### src/rtl/mem_stage.sv
// mem_stage: memory-access pipeline stage.
// It takes one instruction at a time from EX. Non-loads complete at once.
// Loads wait for a single data_ok pulse from the data SRAM. The read data is
// then aligned and extended, and the result is handed to WB with
// valid/ready handshaking.
//
// Ports
//   clk               : sole clock, rising edge
//   reset             : asynchronous, active-low reset
//   EX_Valid          : EX presents a valid instruction on EX_to_ME_Bus
//   ME_Unit_Ready     : stage can accept from EX this cycle (combinational)
//   EX_to_ME_Bus[73:0]: {pc, ld_unsigned, ld_size, is_load, rf_we, dest, alu_result}
//   data_sram_data_ok : one-cycle pulse, load read data valid
//   data_sram_rdata   : load read data, valid with data_ok
//   ME_Valid          : ME_to_WB_Bus holds a completed instruction
//   WB_Unit_Ready     : WB accepts this cycle
//   ME_to_WB_Bus[69:0]: {pc, rf_we, dest, final_result}
//   ME_Busy_Dest[5:0] : {pending_load, dest}
module mem_stage (
    input  logic        clk,
    input  logic        reset,
    input  logic        EX_Valid,
    output logic        ME_Unit_Ready,
    input  logic [73:0] EX_to_ME_Bus,
    input  logic        data_sram_data_ok,
    input  logic [31:0] data_sram_rdata,
    output logic        ME_Valid,
    input  logic        WB_Unit_Ready,
    output logic [69:0] ME_to_WB_Bus,
    output logic [5:0]  ME_Busy_Dest
);

    typedef enum logic [1:0] {
        ST_EMPTY     = 2'd0,
        ST_WAIT_DATA = 2'd1,
        ST_HOLD      = 2'd2
    } state_t;

    state_t      state_r;
    state_t      state_s;
    logic [73:0] inst_r;
    logic [31:0] ldata_r;
    logic        accept_s;
    logic [31:0] final_result_s;

    // Select the addressed byte/half/word of the read data and extend it to 32 bits
    function automatic logic [31:0] load_extract(
        input logic [31:0] rdata,
        input logic [1:0]  offset,
        input logic [1:0]  size,
        input logic        is_unsigned
    );
        logic [7:0]  byte_v;
        logic [15:0] half_v;
        logic [31:0] res_v;
        case (offset)
            2'd0:    byte_v = rdata[7:0];
            2'd1:    byte_v = rdata[15:8];
            2'd2:    byte_v = rdata[23:16];
            2'd3:    byte_v = rdata[31:24];
            default: byte_v = 8'd0;
        endcase
        half_v = offset[1] ? rdata[31:16] : rdata[15:0];
        case (size)
            2'b00:   res_v = is_unsigned ? {24'd0, byte_v} : {{24{byte_v[7]}}, byte_v};
            2'b01:   res_v = is_unsigned ? {16'd0, half_v} : {{16{half_v[15]}}, half_v};
            default: res_v = rdata;
        endcase
        return res_v;
    endfunction

    // Handshake towards EX: an empty stage, or one whose result leaves this edge
    always_comb begin
        ME_Unit_Ready = 1'b0;
        if (state_r == ST_EMPTY) begin
            ME_Unit_Ready = 1'b1;
        end else if (state_r == ST_HOLD) begin
            ME_Unit_Ready = WB_Unit_Ready;
        end else begin
            ME_Unit_Ready = 1'b0;
        end
        accept_s = EX_Valid & ME_Unit_Ready;
    end

    // Next-state logic; a HOLD hand-off and a new accept may share one edge
    always_comb begin
        state_s = state_r;
        case (state_r)
            ST_EMPTY: begin
                if (accept_s) begin
                    state_s = EX_to_ME_Bus[38] ? ST_WAIT_DATA : ST_HOLD;
                end else begin
                    state_s = ST_EMPTY;
                end
            end
            ST_WAIT_DATA: begin
                if (data_sram_data_ok) begin
                    state_s = ST_HOLD;
                end else begin
                    state_s = ST_WAIT_DATA;
                end
            end
            ST_HOLD: begin
                if (accept_s) begin
                    state_s = EX_to_ME_Bus[38] ? ST_WAIT_DATA : ST_HOLD;
                end else if (WB_Unit_Ready) begin
                    state_s = ST_EMPTY;
                end else begin
                    state_s = ST_HOLD;
                end
            end
            default: state_s = ST_EMPTY;
        endcase
    end

    // State, instruction and load-data registers
    always_ff @(posedge clk or negedge reset) begin
        if (!reset) begin
            state_r <= ST_EMPTY;
            inst_r  <= 74'd0;
            ldata_r <= 32'd0;
        end else begin
            state_r <= state_s;
            if (accept_s) begin
                inst_r <= EX_to_ME_Bus;
            end
            // data_ok outside WAIT_DATA is stray and must not disturb a held result
            if ((state_r == ST_WAIT_DATA) && data_sram_data_ok) begin
                ldata_r <= data_sram_rdata;
            end
        end
    end

    // Output formation from the held instruction and load data
    always_comb begin
        final_result_s = inst_r[31:0];
        if (inst_r[38]) begin
            final_result_s = load_extract(ldata_r, inst_r[1:0], inst_r[40:39], inst_r[41]);
        end else begin
            final_result_s = inst_r[31:0];
        end
        ME_Valid     = (state_r == ST_HOLD);
        ME_to_WB_Bus = {inst_r[73:42], inst_r[37], inst_r[36:32], final_result_s};
        ME_Busy_Dest = {(state_r == ST_WAIT_DATA), inst_r[36:32]};
    end

endmodule

### config.mk
export PLATFORM = sky130hd
export DESIGN_NAME = mem_stage
export DESIGN_NICKNAME = d
export VERILOG_FILES = /design/src/rtl/mem_stage.sv
export SDC_FILE = /design/constraint.sdc
export NUM_CORES = 1
export LEC_CHECK = 0
export ABC_AREA = 1
export BUFFER_PORTS_ARGS = -buffer_cell sky130_fd_sc_hd__clkbuf_2
export CAP_MARGIN = 20
export CORE_MARGIN = 5
export CORE_UTILIZATION = 55
export DETAILED_ROUTE_END_ITERATION = 8
export PLACE_DENSITY = 0.88
export SYNTH_ARGS = -nofsm -noshare
export SYNTH_HDL_FRONTEND = slang
export SYNTH_SLANG_ARGS = --single-unit
### constraint.sdc
create_clock -name clk -period 2.7 [get_ports clk]
set_clock_uncertainty 0.15 [all_clocks]
set_input_delay 0.405 -clock clk [delete_from_list [all_inputs] [get_ports clk]]
set_output_delay 0.405 -clock clk [all_outputs]
set_load 0.005 [all_outputs]
-- Word-level counts from Yosys, hierarchy flattened
Index checks and enable logic that the tools add are counted.
- register bits after elaboration: 108
- bits in latches: 0
- memory bits (writable): 0
- ROM bits: 0
- bits of input ports: 111
- word-level logic and storage cells: 28
- memories kept: 0
- $add $sub $neg: 0
- multipliers: 0
- div/mod/pow operators: 0
- order comparisons: 0
- equal/unequal tests: 6
- shift operators: 0
- mux-type cells: 14
- bitwise gates (word level): 1
- reductions and logical operators: 4
- operators with widths (operator ; count):
    2-to-1 mux 32 bit ; 3
    one-hot mux 32 bit (2 select lines) ; 1
    one-hot mux 8 bit (4 select lines) ; 1
    2-to-1 mux 16 bit ; 1
    2-to-1 mux 2 bit ; 5
    equality test 2 x 1 -> 1 bit, second input constant ; 3
    equality test 2 bit, second input constant ; 3
    zero test 2 bit ; 3
    one-hot mux 2 bit (3 select lines) ; 1
    2-to-1 mux 1 bit ; 2
    AND 1 bit ; 1
    logical AND 1 bit ; 1

-- Logic depth before layout (Yosys ltp)
Gate-level depths: netlist of run 1.
- depth after elaboration: 6
- mapped depth: 10

-- Worst setup path after synthesis of run 1
OpenSTA, ideal clock, no wires.
- kind: register to output
- start: register inst_r[40]
- end: output port ME_to_WB_Bus[29]
- data arrival time: 1.164 ns
- slack: 0.981 ns
- stages on the path, launching flop included: 9
- path through: dfrtp_1 -> inv_2 -> nand2_1 -> a21oi_2 -> nand3_4 -> buf_8 -> nand3_2 -> nand2_1 -> inv_1
- word-level cells in the longest chain between the ends: 3
- elaborated cells between the ends (all ways): 4
- classes of those cells: 1 x eq/ne; 2 x mux; 1 x reduce/logical
- RTL lines (item ; line ; text):
    from (decl) ; 41 ; logic [73:0] inst_r;
    from (signal assigned) ; 125 ; inst_r <= EX_to_ME_Bus;
    equality test 2 x 1 -> 1 bit / zero test 2 bit (equally long branches) ; 64 ; case (size)
    one-hot mux 32 bit (2 select lines) (*) ; 64 ;
    2-to-1 mux 32 bit (*) ; 137 ; if (inst_r[38]) begin
    to (decl) ; 29 ; output logic [69:0] ME_to_WB_Bus,
Mark *: on every way between the ends. The rest lies on a longest branch, timed or not.

-- Worst setup path in the final report of run 1
- start: register inst_r[1]
- end: output port ME_to_WB_Bus[18]
- word-level cells in the longest chain between the ends: 5
- elaborated cells between the ends (all ways): 10
- classes of those cells: 3 x eq/ne; 6 x mux; 1 x reduce/logical
- RTL lines (item ; line ; text):
    equality test 2 bit (tied with other cells) ; 56 ; case (offset)
    one-hot mux 8 bit (4 select lines) ; 56 ;
    2-to-1 mux 32 bit ; 65 ; 2'b00: res_v = is_unsigned ? {24'd0, byte_v} : {{24{byte_v[7]}}, byte_v};
    one-hot mux 32 bit (2 select lines) (*) ; 64 ;
    2-to-1 mux 32 bit (*) ; 137 ;
Marks and branches as above.

==> flow_metrics.tcl, run 1 <==
set metrics [dict create \
    ys_ff_latch 108 \
    reg2reg_depth 8 \
    hold_end "inst_r[68]" \
    die_h_microns 111 \
    ys_seq_area_share_pct 47.9 \
    globalRouteOverflowTotal 0 \
    cts_setup_buffers 0 \
    rows 37 \
    mostFrequentLayoutCell "nand2_1" \
    multi_input_area_sq_um 2290 \
    hold_depth 3 \
    syn_avg_cell_area_sq_um 8.20 \
    drt_iter0_markers 314 \
    via_per_inst 5.02 \
    final_cell_area_sq_um 6550 \
    grt_use_total_pct 23.4 \
    timing.fmax_mhz 388 \
    n_fill_cell 902 \
    crit_type "reg2out" \
    reg2reg_setup_slack_ns 0.82 \
    grt_pass1_wl_microns 23400 \
    numCtsBuffers 9 \
    regArea_sq_um 2700 \
    r2r-end "inst_r[56]" \
    routed.top_layer "met4" \
    layout_common_cells "nand2_1, clkbuf_2, dfrtp_1" \
    io_buffer_count 188 \
    min_period_ns 2.58 \
    synthesis.nets 799 \
    p_clk_share_pct 18.8 \
    p_sw_share_pct 38.2 \
    fin_util_pct 64.3 \
    wl_per_cell_microns 14.9 \
    layout.nets 930 \
    core_area_sq_um 10200 \
    startpoint_type "register" \
    root_buffer "clkbuf_8" \
    path_clk_slew_ns 0.10 \
    ir_worst_vdd_mv 0.372 \
    met2_length_microns 6840 \
    maxCapViolCount 0 \
    grt_pass1_vias 4835 \
    status "completed" \
    die_w_microns 111 \
    fin_crit_sh_pct 95.5 \
    crit_arrival_ns 2.02 \
    drive_gt1_share_pct 32.5 \
    syn_area_sq_um 5640 \
    path_buf_inv 2 \
    seq_power_share_pct 43.4 \
    slowest_stage "dfrtp_2" \
    p_leak_nw 3.70 \
    netlist_instances 688 \
    placed_cell_area_sq_um 6300 \
    power.switching_mw 2.19 \
    yosysWarnings 0 \
    dieArea_sq_um 12400 \
    min_from "EX_to_ME_Bus[68]" \
    hold_violations 0 \
    worst_pin_slew_ns 0.709 \
    path_cells "nor2_1 > a21oi_2 > nand3_4 > nand3_1 > nand2_1 > inv_1 > clkbuf_2" \
    htreeDepth 3 \
    drt-met1-wl_microns 5910 \
    cts_buffer_depth 2 \
    setup_viol 0 \
    slew_headroom_pct 52.8 \
    antenna_found_initial 0 \
    crit_path_max_fanout 19 \
    hp-class "in2reg" \
    p_int_mw 3.54 \
    slowest_delay_ns 0.57 \
    cp_top_family "simple AND/OR/NAND/NOR gates" \
    power.total_mw 5.73 \
    worst_ep_required_time_ns 2.14 \
    final_antenna_net_count 0 \
    antennaDiodeCount 0 \
    wl_microns 14300 \
    end_kind "output pin" \
    dp_hpwl_microns 10400 \
    first_pass_iters 5 \
    rsz0062_at_grt "no" \
    cts_tree "yes" \
    ioPinCount 189 \
    finalMaxSlewViolations 0 \
    finalWorstSetupSlack_ns 0.122 \
    start_util_pct 55.4 \
    clock-sinks 108 \
    area_growth_pct 16.0 \
    yosysUniqueCellTypes 29 \
    powerDensity_nw_per_um2 875 \
    vias 4816 \
    finalSetupTns_ns 0 \
    r2r_start "state_r[1]" \
    route.detailed.drc 0 \
    clkLatencyLatePin_ns 0.37 \
    grt_max_degree 69 \
    gp_congestion 0.913 \
    pre_cts_ws_ns 0.326 \
    met3_length_microns 1180 \
    pwr-share-comb_pct 37.8 \
]
-- Yosys cell counts --
master	count	share of area [%]
nand3_1	7	0.62
nand2_4	2	0.40
buf_6	4	0.80
nand2_1	295	20
o21ai_0	8	0.71
a21oi_4	1	0.29
o21a_1	1	0.13
a31oi_1	4	0.44
nor2_1	32	2.1
dfrtp_1	108	48
buf_8	2	0.53
nand3_2	12	2.1
o21ai_1	7	0.62
a21oi_1	36	3.2
nand3_4	1	0.31
nor3_1	2	0.18
mux2_1	26	5.2
nor2_2	3	0.33
nor2_4	1	0.20
clkbuf_1	7	0.47
nand2_2	2	0.22
buf_2	19	1.7
inv_2	8	0.53
o31ai_1	1	0.13
a21oi_2	9	1.4
inv_1	26	1.7
o22ai_1	2	0.22
buf_4	46	6.1
or2_2	16	1.8
-- state kept, by name, indices dropped and copies added, names as in the netlist --
name,count
inst_r,74
ldata_r,32
state_r,2
-- worst reg2reg max path: stages (launching register included) --
cell and delay (ns):
dfrtp_1 0.44, inv_2 0.08, nor2_2 0.04, nor2_2 0.16
nand2_4 0.07, inv_2 0.37, buf_12 0.30, nand2_1 0.13
nand2_1 0.08
-- timing repair --
| action | 4_1_cts | 5_1_grt |
|---|---|---|
| endpoints found under the setup margin | 23 | 24 |
| cloned | 0 | 1 |
| pin swaps | 0 | 0 |
| endpoints found under the hold margin | 54 | 0 |
| gates resized for setup | 1 | 2 |
| hold buffers | 1 | 0 |
-- cell families (layout without fill, tap and decap cells) --
kind of cell    Yosys count  after routing  share of synthesized area [%]
mux                      26             26                           5.19
buf+inv                 112            247                           11.9
flops                   108            108                           47.9
simple gates            373            374                           27.9
compound gates           69             69                           7.14
-- power by group through the flow --
| stage | Clock [mW] | Combinational (mW) | Sequential, mW |
|---|---|---|---|
| floorplan | 0 | 1.64 | 2.37 |
| global placement | 0 | 2.08 | 2.49 |
| detailed placement | 0 | 2.14 | 2.50 |
| CTS | 1.10 | 2.16 | 2.48 |
| global route | 1.16 | 2.44 | 2.55 |
| finish | 1.08 | 2.17 | 2.49 |
-- final cells by class --
class | instances | area share [%]
Sequential cell | 108 | 41.3
Multi-Input combinational cell | 469 | 35.0
Timing Repair Buffer | 197 | 15.9
Tap cell | 136 | 2.60
Inverter | 34 | 1.99
Clock buffer | 10 | 1.95
Clock inverter | 6 | 1.36
-- how the worst max path moves through the flow --
stage | from | to | slack [ns] | cells after the start
6_report | inst_r[1] | ME_to_WB_Bus[18] | 0.12 | 7
5_1_grt | inst_r[1] | ME_to_WB_Bus[18] | 0.006 | 7
4_1_cts | inst_r[1] | ME_to_WB_Bus[18] | 0.01 | 8
3_5_place_dp | inst_r[1] | ME_to_WB_Bus[18] | 0.33 | 8
3_3_place_gp | inst_r[1] | ME_to_WB_Bus[8] | 0.39 | 6
2_1_floorplan | inst_r[40] | ME_to_WB_Bus[29] | 0.98 | 8
-- per-stage QoR --
stage | hold slack (ns) | instances
6_report | 0.0642 | 960
5_1_grt | 0.0490 | 960
4_1_cts | 0.0448 | 959
3_5_place_dp | 0.307 | 942
3_3_place_gp | 0.303 | 942
2_1_floorplan | -0.0406 | 688
-- routing by layer --
layer	GRT usage, %	vias to the layer above
met5	0	-
met4	9.57	0
met3	6.11	31
met2	38.3	216
met1	29.5	2214
li1	-	2355
No activity file was read; power rests on OpenSTA's default activity.
==> run 2, diff against run 1 <==
--- a/config.mk
+++ b/config.mk
@@ -11,7 +11,9 @@
 export CORE_MARGIN = 5
 export CORE_UTILIZATION = 55
 export DETAILED_ROUTE_END_ITERATION = 8
+export GPL_TIMING_DRIVEN = 0
 export PLACE_DENSITY = 0.88
+export RECOVER_POWER = 25
 export SYNTH_ARGS = -nofsm -noshare
 export SYNTH_HDL_FRONTEND = slang
 export SYNTH_SLANG_ARGS = --single-unit
==> run 2 against run 1 <==
  * Sequential cell count unchanged
  * Final area up 5.8%
  * Non-clock buffer count up 69
  * Highest routed layer unchanged
  * Global-route usage up 1.3 points
  * Combinational power up 13%
  * Hold slack better by 0.0012 ns
  * Die area unchanged
  * Final cell count up 7.0%
  * Sequential power about the same
  * Critical path type unchanged
  * Fmax up 2.5%
  * Utilization up 3.7 points
==> flow_metrics.tcl, run 2 (same netlist as run 1, synthesis figures left out) <==
set metrics [dict create \
    r2r_start "state_r[1]" \
    layout_common_cells "nand2_1, clkbuf_2, dfrtp_1" \
    p_leak_nw 3.98 \
    start_util_pct 55.4 \
    fin_crit_sh_pct 93.2 \
    ctsResizeCount 0 \
    setup_viol 0 \
    whs_ns 0.0654 \
    status "completed" \
    regMostFlops "inst_r" \
    min_from "EX_to_ME_Bus[54]" \
    final_cell_area_sq_um 6930 \
    wl_microns 15000 \
    antennaDiodeCount 0 \
    dieArea_sq_um 12400 \
    cts_tree "yes" \
    grt_pass1_wl_microns 24700 \
    globalRouteOverflowTotal 0 \
    cp-endpoint "ME_to_WB_Bus[2]" \
    reg2reg_setup_slack_ns 1.04 \
    crit_type "reg2out" \
    placed_cell_area_sq_um 6760 \
    wl_per_cell_microns 14.6 \
    dp.cells 1012 \
    worst_ep_required_time_ns 2.14 \
    hold_violations 0 \
    ir_worst_vdd_mv 0.356 \
    powerDensity_nw_per_um2 840 \
    largest_reg_flops 74 \
    end_kind "output pin" \
    layout.nets 998 \
    path_clk_slew_ns 0.11 \
    core_area_sq_um 10200 \
    htreeDepth 3 \
    first_pass_iters 5 \
    min_period_ns 2.52 \
    crit_path_start "inst_r[38]" \
    holdBufCountCts 0 \
    finalWorstSetupSlack_ns 0.185 \
    final_cell_count_no_fill 1027 \
    fin_util_pct 68.0 \
    dp_hpwl_microns 11500 \
    finalSetupTns_ns 0 \
    slew_headroom_pct 3.25 \
    finalMaxSlewViolations 0 \
    timing.fmax_mhz 398 \
    clock-sinks 108 \
    drive_gt1_share_pct 36.9 \
    startpoint_type "register" \
    reg2reg_depth 7 \
    vias 5147 \
    gp_congestion 1.00 \
    crit_arrival_ns 1.96 \
    final_antenna_net_count 0 \
    numCtsBuffers 9 \
    io_buffer_count 188 \
    cts_buffer_depth 2 \
    reg.largest.list "inst_r (74), ldata_r (32), state_r (2)" \
    grt_max_degree 109 \
    pre_cts_ws_ns 0.625 \
    hp-class "in2reg" \
    power.total_mw 5.82 \
    crit_path_max_fanout 10 \
    die_w_microns 111 \
    route.detailed.drc 0 \
    grt_pass1_vias 5177 \
    antenna_found_initial 0 \
    via_per_inst 5.01 \
    n_fill_cell 880 \
    regArea_sq_um 2700 \
    maxCapViolCount 0 \
    rows 37 \
    r2r-end "inst_r[40]" \
    root_buffer "clkbuf_8" \
    drt_iter0_markers 269 \
    mostFrequentLayoutCell "nand2_1" \
    rsz0062_at_grt "no" \
    multi_input_area_sq_um 2270 \
    die_h_microns 111 \
    clkLatencyLatePin_ns 0.36 \
    worst_pin_slew_ns 1.45 \
    area_growth_pct 22.8 \
    ioPinCount 189 \
    cts_setup_buffers 0 \
    grt_use_total_pct 24.7 \
]
run 2: changes by cell type in the layout (fill, tap and decap cells not counted), sizes merged:
cell	delta
inv	+2
dlygate4sd3	-1
clkinv	+2
clkinvlp	-2
nand3	-1
clkbuf	+7
bufinv	-2
buf	+62
run 2: area by class of cell:
| type | instances | share of cell area, % |
|---|---|---|
| buffer | 78 | 7.82 |
| clock buffer | 9 | 1.79 |
| clock inverter | 6 | 0.704 |
| inverter | 34 | 1.84 |
| multi-input combinational | 468 | 32.8 |
| sequential | 108 | 39.0 |
| tap | 136 | 2.46 |
| timing repair buffer | 188 | 13.6 |
run 2: power breakdown:
group	leakage [nW]	switching, mW	internal, mW
combinational	2.58	1.32	1.13
clock	0.0900	0.564	0.341
sequential	1.31	0.353	2.11
total	3.98	2.24	3.59
run 2: worst max-delay path: stages, from the launching register on:
cell	delay (ns)
dfrtp_1	0.36
buf_2	0.18
inv_1	0.12
clkbuf_1	0.42
a21oi_1	0.08
a31oi_1	0.27
clkbuf_2	0.16
run 2: routing by layer:
layer	track usage (%)	routed length, microns	vias up
met5	0	0	-
met4	9.89	554	0
met3	7.53	1320	42
met2	40.2	7180	247
met1	30.6	5980	2362
li1	-	-	2496
run 2: worst min path at each step:
stage | to | slack [ns] | cells after the start
floorplan | inst_r[0] | -0.04 | 0
global placement | inst_r[18] | 0.30 | 2
detailed placement | inst_r[17] | 0.31 | 2
CTS | inst_r[21] | 0.02 | 1
global route | inst_r[47] | 0.04 | 3
finish | inst_r[54] | 0.07 | 3
==> run 3, diff against run 2 <==
--- a/config.mk
+++ b/config.mk
@@ -9,10 +9,10 @@
 export BUFFER_PORTS_ARGS = -buffer_cell sky130_fd_sc_hd__clkbuf_2
 export CAP_MARGIN = 20
 export CORE_MARGIN = 5
-export CORE_UTILIZATION = 55
+export CORE_UTILIZATION = 51
 export DETAILED_ROUTE_END_ITERATION = 8
 export GPL_TIMING_DRIVEN = 0
-export PLACE_DENSITY = 0.88
+export PLACE_DENSITY = 0.83
 export RECOVER_POWER = 25
 export SYNTH_ARGS = -nofsm -noshare
 export SYNTH_HDL_FRONTEND = slang
==> constraint.sdc (replaced) <==
create_clock -name clk -period 2.8 [get_ports clk]
set_clock_uncertainty 0.15 [all_clocks]
set_input_delay 0.42 -clock clk [delete_from_list [all_inputs] [get_ports clk]]
set_output_delay 0.42 -clock clk [all_outputs]
set_load 0.005 [all_outputs]
==> run 3 against run 2 <==
  * First-iteration DRC count rose by 35%
  * Worst setup slack better by 0.13 ns
  * Largest power group unchanged
  * Global-route usage is 1.1 points lower
  * Clock power increased by 5.0%
  * Critical path type unchanged
  * Final cell count rose by 0.29%
  * Routed wire length grew 2.0%
  * Sequential share of layout area fell by 0.13 points
  * Sequential power is 3% lower
  * Via count decreased by 0.66%
==> flow_metrics.tcl, run 3 (same netlist as run 1, synthesis figures left out) <==
set metrics [dict create \
    status "completed" \
    min_period_ns 2.48 \
    power.switching_mw 2.11 \
    die_w_microns 115 \
    final_cell_area_sq_um 6950 \
    pwr-share-comb_pct 41.5 \
    grt_pass1_vias 5123 \
    io_buffer_count 188 \
    cts_buffer_depth 2 \
    htreeDepth 3 \
    regMostFlops "inst_r" \
    antennaDiodeCount 0 \
    globalRouteOverflowTotal 0 \
    fin_crit_sh_pct 88.7 \
    slowest_delay_ns 0.46 \
    maxCapViolCount 0 \
    clkLatencyLatePin_ns 0.36 \
    pre_cts_ws_ns 0.754 \
    grt_pass1_wl_microns 24600 \
    die_h_microns 115 \
    p_leak_nw 3.99 \
    drt_iter0_markers 362 \
    finalWorstSetupSlack_ns 0.315 \
    end_kind "output pin" \
    route.detailed.drc 0 \
    mostFrequentLayoutCell "nand2_1" \
    cts_tree "yes" \
    crit_path_max_fanout 10 \
    whs_ns 0.0875 \
    reg2reg_setup_slack_ns 1.06 \
    wl_per_cell_microns 14.9 \
    holdBufCountCts 0 \
    layout_common_cells "nand2_1, clkbuf_2, dfrtp_1" \
    dieArea_sq_um 13300 \
    path_cells "buf_2 > clkbuf_1 > nand3_1 > a21oi_1 > nor2_1 > clkbuf_2" \
    root_buffer "clkbuf_8" \
    core_area_sq_um 10800 \
    cp-endpoint "ME_to_WB_Bus[7]" \
    crit_arrival_ns 1.91 \
    largest_reg_flops 74 \
    gp_congestion 1.00 \
    slowest_stage "clkbuf_1" \
    startpoint_type "register" \
    rsz0062_at_grt "no" \
    rows 38 \
    r2r_start "state_r[1]" \
    placed_cell_area_sq_um 6770 \
    finalMaxSlewViolations 0 \
    via_per_inst 4.96 \
    vias 5113 \
    timing.fmax_mhz 402 \
    powerDensity_nw_per_um2 820 \
    grt_max_degree 109 \
    ctsResizeCount 0 \
    area_growth_pct 23.2 \
    path_clk_slew_ns 0.09 \
    crit_type "reg2out" \
    numCtsBuffers 9 \
    fin_util_pct 64.1 \
    antenna_found_initial 0 \
    r2r-end "inst_r[53]" \
    first_pass_iters 5 \
    wl_microns 15300 \
    layout.nets 998 \
    start_util_pct 52.1 \
    hold_violations 0 \
    reg2reg_depth 8 \
    p_int_mw 3.58 \
    setup_viol 0 \
    p_sw_share_pct 37.1 \
    final_antenna_net_count 0 \
    slew_headroom_pct 0.360 \
    clock-sinks 108 \
    grt_use_total_pct 23.6 \
    worst_pin_slew_ns 1.49 \
    hp-class "in2reg" \
    reg.largest.list "inst_r (74), ldata_r (32), state_r (2)" \
    drive_gt1_share_pct 36.7 \
    dp_hpwl_microns 11800 \
    ir_worst_vdd_mv 0.435 \
    power.total_mw 5.70 \
    crit_path_start "inst_r[38]" \
    cts_setup_buffers 0 \
    worst_ep_required_time_ns 2.23 \
    ioPinCount 189 \
    seq_power_share_pct 41.8 \
    p_clk_share_pct 16.7 \
]
-- run 3: cell count changes in the layout (fill, tap and decap cells not counted) --
cell | previous run | this run
bufinv_16 | 0 | 1
inv_6 | 2 | 0
clkbuf_8 | 9 | 11
clkinv_4 | 3 | 0
clkbuf_1 | 7 | 8
-- run 3: worst max-delay path, delay by kind of cell, from the launching register on --
kind	cells	cell delay (ns)
AOI/OAI and AO/OA	1	0.24
buffers and inverters	3	0.76
DFF	1	0.33
and+or+nand+nor	2	0.22
-- run 3: power groups by stage --
| stage | Combinational (mW) | Sequential [mW] | Clock [mW] |
|---|---|---|---|
| finish | 2.36 | 2.38 | 0.951 |
| global route | 2.66 | 2.44 | 1.02 |
| CTS | 2.39 | 2.38 | 0.977 |
| detailed placement | 2.38 | 2.40 | 0 |
| global placement | 2.32 | 2.39 | 0 |
| floorplan | 1.58 | 2.29 | 0 |
-- run 3: layer usage --
| layer | track usage (%) | wire, microns | part of all wire [%] | up-vias |
|---|---|---|---|---|
| met5 | 0 | 0 | 0 | - |
| met4 | 8.53 | 428 | 2.8 | 0 |
| met3 | 6.05 | 1320 | 8.6 | 25 |
| met2 | 38.8 | 7330 | 48 | 209 |
| met1 | 30.1 | 6270 | 41 | 2385 |
| li1 | - | - | - | 2494 |
-- run 3: worst min path at each step --
stage	start	end	slack [ns]	depth (start not counted)
after floorplan	reset	inst_r[0]	-0.03	0
after global placement	inst_r[19]	inst_r[19]	0.30	2
after detailed placement	inst_r[31]	inst_r[31]	0.31	2
after CTS	reset	state_r[0]	0.03	1
after global routing	data_sram_data_ok	state_r[0]	0.07	2
final	EX_to_ME_Bus[66]	inst_r[66]	0.09	3
-- run 3: cell type report --
cell class              instances  area, sq um
repair buffers                188          943
plain buffers                  78          542
multi-input cells             468         2270
well taps                     140          175
clock buffers                  12          155
flip-flops and latches        108         2700
fillers                       967         3890
clock inverters                 2         35.0
inverters                      34          128
-- run 3: metrics by stage --
stage | cells | setup TNS (ns)
final | 1030 | 0
after global routing | 1030 | 0
after CTS | 1030 | 0
after detailed placement | 1016 | 0
after global placement | 1016 | -36.45
after floorplan | 688 | 0
